`config.mk`:
```
export PLATFORM = sky130hd
export DESIGN_NAME = pi_loop_scheduler
export DESIGN_NICKNAME = d
export VERILOG_FILES = /design/src/rtl/pi_loop_scheduler.sv
export SDC_FILE = /design/constraint.sdc
export NUM_CORES = 1
export LEC_CHECK = 0
export CAP_MARGIN = 10
export CORE_MARGIN = 8
export CORE_UTILIZATION = 27
export CTS_CLUSTER_DIAMETER = 80
export DETAILED_ROUTE_END_ITERATION = 8
export PLACE_DENSITY_LB_ADDON = 0.1
export SLEW_MARGIN = 20
export SYNTH_ARGS = -nofsm -noshare
export SYNTH_HDL_FRONTEND = slang
export SYNTH_SLANG_ARGS = --single-unit
```
`constraint.sdc`:
```
create_clock -name clk -period 2.2 [get_ports clk]
set_clock_uncertainty 0.2 [all_clocks]
set_input_delay 0.55 -clock clk [delete_from_list [all_inputs] [get_ports clk]]
set_output_delay 0.55 -clock clk [all_outputs]
set_load 0.005 [all_outputs]
```
`src/rtl/pi_loop_scheduler.sv`:
```
// Sequences one shared PI engine across the speed, iq and id FOC loops each control tick.
// Optional PI_SCHED_TIMEOUT_EN adds a bounded wait on pi_done with a sticky timeout flag.
module pi_loop_scheduler #(
  parameter int N         = 10,
  parameter int F         = 9,
  parameter int SPEED_DIV = 8,
  parameter int TIMEOUT   = 64
) (
  input  logic         clk,
  input  logic         rst_n,
  input  logic         enable,
  input  logic         tick,
  input  logic         clr_flags,
  input  logic [N-1:0] speed_ref,
  input  logic [N-1:0] speed,
  input  logic [N-1:0] id_ref,
  input  logic [N-1:0] id_meas,
  input  logic [N-1:0] iq_meas,
  output logic         pi_start,
  output logic [1:0]   pi_loop,
  output logic [N-1:0] pi_ref,
  output logic [N-1:0] pi_fb,
  input  logic [N-1:0] pi_y,
  input  logic         pi_done,
  output logic [N-1:0] torque_ref,
  output logic [N-1:0] vq_ref,
  output logic [N-1:0] vd_ref,
  output logic         out_valid,
  output logic         busy,
  output logic         overrun,
  output logic         timeout
);

  if (F < 0 || F >= N) begin : g_bad_frac
    $error("pi_loop_scheduler: F must lie in [0, N-1]");
  end
  if (SPEED_DIV < 1) begin : g_bad_div
    $error("pi_loop_scheduler: SPEED_DIV must be >= 1");
  end
  if (TIMEOUT < 2) begin : g_bad_timeout
    $error("pi_loop_scheduler: TIMEOUT must be >= 2");
  end

  localparam int DW = (SPEED_DIV > 1) ? $clog2(SPEED_DIV) : 1;

  localparam logic [1:0] LOOP_SPD = 2'd0;
  localparam logic [1:0] LOOP_IQ  = 2'd1;
  localparam logic [1:0] LOOP_ID  = 2'd2;

  typedef enum logic [2:0] {
    S_IDLE,
    S_SPD_REQ,
    S_SPD_WAIT,
    S_IQ_REQ,
    S_IQ_WAIT,
    S_ID_REQ,
    S_ID_WAIT,
    S_DONE
  } state_e;

  state_e         state_q, state_d;
  logic [DW-1:0]  div_q, div_d;
  logic [1:0]     loop_q, loop_d;
  logic [N-1:0]   ref_q, ref_d;
  logic [N-1:0]   fb_q, fb_d;
  logic [N-1:0]   torque_q, torque_d;
  logic [N-1:0]   vq_q, vq_d;
  logic [N-1:0]   vd_q, vd_d;
  logic           overrun_q, overrun_d;
  logic           timeout_q, timeout_d;
  logic           in_req, in_wait;

  assign in_req  = (state_q == S_SPD_REQ) || (state_q == S_IQ_REQ) || (state_q == S_ID_REQ);
  assign in_wait = (state_q == S_SPD_WAIT) || (state_q == S_IQ_WAIT) || (state_q == S_ID_WAIT);

`ifdef PI_SCHED_TIMEOUT_EN
  localparam int WCW = $clog2(TIMEOUT);
  logic [WCW-1:0] wait_q, wait_d;
`endif

  always_comb begin
    state_d   = state_q;
    div_d     = div_q;
    loop_d    = loop_q;
    ref_d     = ref_q;
    fb_d      = fb_q;
    torque_d  = torque_q;
    vq_d      = vq_q;
    vd_d      = vd_q;
    overrun_d = overrun_q;
    timeout_d = timeout_q;

    // Clear first so a coincident set below wins.
    if (clr_flags) begin
      overrun_d = 1'b0;
      timeout_d = 1'b0;
    end
    if (tick && (state_q != S_IDLE)) begin
      overrun_d = 1'b1;
    end

    case (state_q)
      S_IDLE: begin
        if (tick && enable) begin
          div_d = (div_q == DW'(SPEED_DIV - 1)) ? '0 : div_q + DW'(1);
          if (div_q == '0) begin
            state_d = S_SPD_REQ;
            loop_d  = LOOP_SPD;
            ref_d   = speed_ref;
            fb_d    = speed;
          end else begin
            state_d = S_IQ_REQ;
            loop_d  = LOOP_IQ;
            ref_d   = torque_q;
            fb_d    = iq_meas;
          end
        end
      end
      S_SPD_REQ: state_d = S_SPD_WAIT;
      S_SPD_WAIT: begin
        if (pi_done) begin
          // iq reference takes the torque result being latched on this same edge.
          torque_d = pi_y;
          state_d  = S_IQ_REQ;
          loop_d   = LOOP_IQ;
          ref_d    = pi_y;
          fb_d     = iq_meas;
        end
      end
      S_IQ_REQ: state_d = S_IQ_WAIT;
      S_IQ_WAIT: begin
        if (pi_done) begin
          vq_d    = pi_y;
          state_d = S_ID_REQ;
          loop_d  = LOOP_ID;
          ref_d   = id_ref;
          fb_d    = id_meas;
        end
      end
      S_ID_REQ: state_d = S_ID_WAIT;
      S_ID_WAIT: begin
        if (pi_done) begin
          vd_d    = pi_y;
          state_d = S_DONE;
        end
      end
      S_DONE:  state_d = S_IDLE;
      default: state_d = S_IDLE;
    endcase

`ifdef PI_SCHED_TIMEOUT_EN
    wait_d = wait_q;
    if (in_req) begin
      wait_d = '0;
    end else if (in_wait) begin
      wait_d = wait_q + WCW'(1);
      // wait_q counts WAIT cycles minus one, so the flag lands TIMEOUT cycles after pi_start.
      if (!pi_done && (wait_q == WCW'(TIMEOUT - 2))) begin
        timeout_d = 1'b1;
        state_d   = S_IDLE;
      end
    end
`endif
  end

  always_ff @(posedge clk or negedge rst_n) begin
    if (!rst_n) begin
      state_q   <= S_IDLE;
      div_q     <= '0;
      loop_q    <= '0;
      ref_q     <= '0;
      fb_q      <= '0;
      torque_q  <= '0;
      vq_q      <= '0;
      vd_q      <= '0;
      overrun_q <= 1'b0;
      timeout_q <= 1'b0;
    end else begin
      state_q   <= state_d;
      div_q     <= div_d;
      loop_q    <= loop_d;
      ref_q     <= ref_d;
      fb_q      <= fb_d;
      torque_q  <= torque_d;
      vq_q      <= vq_d;
      vd_q      <= vd_d;
      overrun_q <= overrun_d;
      timeout_q <= timeout_d;
    end
  end

`ifdef PI_SCHED_TIMEOUT_EN
  always_ff @(posedge clk or negedge rst_n) begin
    if (!rst_n) begin
      wait_q <= '0;
    end else begin
      wait_q <= wait_d;
    end
  end
`endif

  assign pi_start   = in_req;
  assign pi_loop    = loop_q;
  assign pi_ref     = ref_q;
  assign pi_fb      = fb_q;
  assign torque_ref = torque_q;
  assign vq_ref     = vq_q;
  assign vd_ref     = vd_q;
  assign out_valid  = (state_q == S_DONE);
  assign busy       = (state_q != S_IDLE);
  assign overrun    = overrun_q;
  assign timeout    = timeout_q;

endmodule

```
==> parameters.txt <==
Parameter                              Value

Worst setup path
  Minimum setup slack among reg-to-reg paths ... 10 ps
  Startpoint-to-endpoint class of the critical path ... reg -> reg
  Length in cells of the worst reg-to-reg path ... 8
  Kind of start point of the critical path ... register
  Crit. Startpoint ... state_q[0]
  Critical Path Fanout Max ... 5
  CP Capture Type ... register
  Critical Path AT ... 2210 ps
  Startpoint of the worst register-to-register path ... state_q[0]
  Required time reported for the critical path endpoint ... 2220 ps

Pwr
  Cell-internal power ... 0.00457 W
  Static Leakage ... 2.01 nW
  Peak supply drop ... 0.540 mV
  Sw Ratio ... 35.8%
  Net switching power ... 0.00255 W
  Cell area power density ... 1500 nW/um^2
  Sequential power share ... 27.7%
  Clock network power share ... 11.9%
  Combinational fraction of design power ... 60.3%

Synthesis
  Cells after Synth ... 242
  Area share of the largest cell type after synthesis ... 52.6%
  Flip-flop and latch count after synthesis ... 59
  Distinct cell type count after synthesis ... 30
  Average cell area after synthesis ... 11.6 sq um
  Portion of the post-synthesis area used by sequential elements ... 52.6%
  Number of nets produced by synthesis ... 316
  Cell type with the highest aggregate area in the netlist ... dfrtp_1
  Post-synthesis instance area ... 2810 sq um
  Number of warnings issued by yosys ... 0
  Leading post-synthesis cells by cell area ... dfrtp_1 53%, mux2_2 14%, a222oi_1 3.9%

CTS
  CTS H-Tree Depth ... 3
  Maximum buffer depth of the clock tree ... 2
  Cell chosen for the clock root ... clkbuf_8
  Total of hold buffers inserted after clock tree synthesis ... 0
  Clock sink count ... 59
  Later-pin clock latency in the skew report ... 340 ps
  TritonCTS clock tree ... built
  Clock-pin slew on the worst setup and hold paths ... 70 ps
  TritonCTS buffer count ... 9

Final layout
  Sequential cell area ... 1480 sq um
  Final-layout fill cell count ... 1000
  Share of layout cells above drive strength 1 ... 26.3%
  Combined area of the multi-input logic cells ... 1310 sq um
  Area overhead of the layout relative to synthesis ... 69.1%
  Fin cells ... 536
  Finished Cell Area ... 4750 sq um
  N_diodes ... 0
  Final layout net count ... 470
  Final core utilization ... 46.4%

Status
  Outcome ... completed

Floorplanning
  Floorplan die area ... 13900 sq um
  Initial Util ... 27.4%
  Top-Level Pins ... 123
  Core Footprint ... 10200 sq um
  Die W ... 118 um
  Cell row count ... 37
  Die Y-Extent ... 118 um

Global route
  Wire length of the first global-routing pass ... 15800 um
  Total congestion overflow after global routing ... 0
  GRT Total Usage ... 14.4%
  Initial antenna violation count ... 0
  Via count of the first global-routing pass ... 2816
  Largest net degree at the start of global routing ... 60

Hold path
  HP Class ... in -> async

Timing
  Time the worst path needs with I/O delays and setup ... 2190 ps
  Final hold violation count ... 0
  Number of max-slew violations in the final report ... 0
  Highest attainable clock frequency ... 0.457 GHz
  Setup repair after global routing missed its margin ... yes
  Final setup violating endpoints ... 0
  Period utilisation layout ... 99.5%

Drt
  Total Routed Length ... 10100 um
  # DRC ... 0
  DR pass1 iterations ... 5
  Via count of the routed design ... 2559
  WL/cell ... 18.9 um
  ANT nets after route ... 0
  Drt via density ... 4.77
  1st-iter DRT viols ... 146

Placement
  Placed standard-cell area ... 4380 sq um
  Cell Count Post-Placement ... 513
  Final weighted congestion in routability-driven placement ... 0.794
  HPWL after detailed placement ... 7050 um
  Number of I/O port buffers ... 121

Flow run
  Number of violations of the max-capacitance limit ... 0
-- routing by layer --
layer | wire length, um | global-route usage (%)
met1 | 4390 | 17.2
met2 | 4710 | 22.8
met3 | 876 | 5.76
met4 | 159 | 5.92
met5 | 0 | 0
-- cells in the final DEF, fill, tap and decap left out, drive strengths merged, types with 4 or more instances in the layout --
| cell type | n |
|---|---|
| o32a | 7 |
| nor2 | 12 |
| a32o | 7 |
| a31oi | 10 |
| clkinv | 4 |
| ha | 8 |
| buf | 37 |
| a21oi | 11 |
| clkdlybuf4s50 | 117 |
| nand2 | 26 |
| inv | 9 |
| mux2 | 35 |
| clkbuf | 15 |
| dfrtp | 59 |
| a222oi | 11 |
-- metrics by stage --
stage	setup WS (ps)	setup TNS, ps	hold slack [ps]	total power (W)
floorplan	7.40	0	54.4	0.00381
global placement	-198	-2930	281	0.00584
detailed placement	-248	-3630	291	0.00588
CTS	-20.2	-26.6	22.6	0.00694
global route	-93.9	-825	42.5	0.00769
finish	11.9	0	13.2	0.00712
-- cells by family after synthesis --
family / after synthesis / synth area share, %
DFF: 59 / 52.6
AOI/OAI and AO/OA: 61 / 17.3
and+or+nand+nor: 50 / 7.66
adders and majority gates: 8 / 3.57
buffers and inverters: 25 / 3.61
other: 1 / 0.134
muxes: 38 / 15.1
-- sequential cells by signal, summed over array words and instances (netlist names) --
signal	cells
pi_fb	10
pi_ref	10
torque_ref	10
vd_ref	10
vq_ref	10
div_q	3
state_q	3
pi_loop	2
overrun	1
-- power by group through the flow --
| stage | sequential (W) | clock, W | combinational, W |
|---|---|---|---|
| after detailed placement | 0.00198 | 0 | 0.00390 |
| after CTS | 0.00197 | 0.000880 | 0.00409 |
| after floorplan | 0.00197 | 0 | 0.00184 |
| after global routing | 0.00204 | 0.000924 | 0.00473 |
| final | 0.00197 | 0.000849 | 0.00429 |
| after global placement | 0.00197 | 0 | 0.00386 |
-- critical path, stage by stage, from the launching register on --
cell and delay [ps]:
dfrtp_1 360, buf_6 100, inv_4 40, ha_4 160, nor2b_4 130, buf_6 120
a222oi_1 390, buf_4 260, mux2_4 310
-- area by class of cell --
cell class	instances	share of cell area (%)
timing repair buffer	159	33.7
multi-input combinational	158	27.5
clock buffer	10	2.69
inverter	9	0.764
tap	136	3.58
clock inverter	5	0.659
sequential	59	31.1
-- final timing paths --
path | end
max | pi_loop[0]
max reg2reg | pi_loop[0]
min in group clk | vq_ref[1]
min | overrun
min reg2reg | vq_ref[1]
max in group asynchronous | pi_ref[1]
-- synth_stat cells, drive strengths merged --
master	instances
a21o	2
a21oi	11
a221o	3
a222oi	11
a22o	1
a31oi	10
a32o	7
a32oi	1
and2	2
buf	4
clkbuf	12
conb	1
dfrtp	59
ha	8
inv	9
mux2	35
mux2i	3
nand2	26
nand2b	2
nand3	2
nand3b	1
nor2	12
nor2b	3
nor3	1
nor4	1
o21ai	3
o22a	3
o31ai	2
o32a	7
-- what timing repair did --
action,4_1_cts,5_1_grt
hold endpoints to repair,0,0
setup endpoints to repair,15,46
setup buffers,5,0
cloned,0,4
pin swaps,2,4
gates resized for setup,23,19
(Power assumes the default switching activity.)
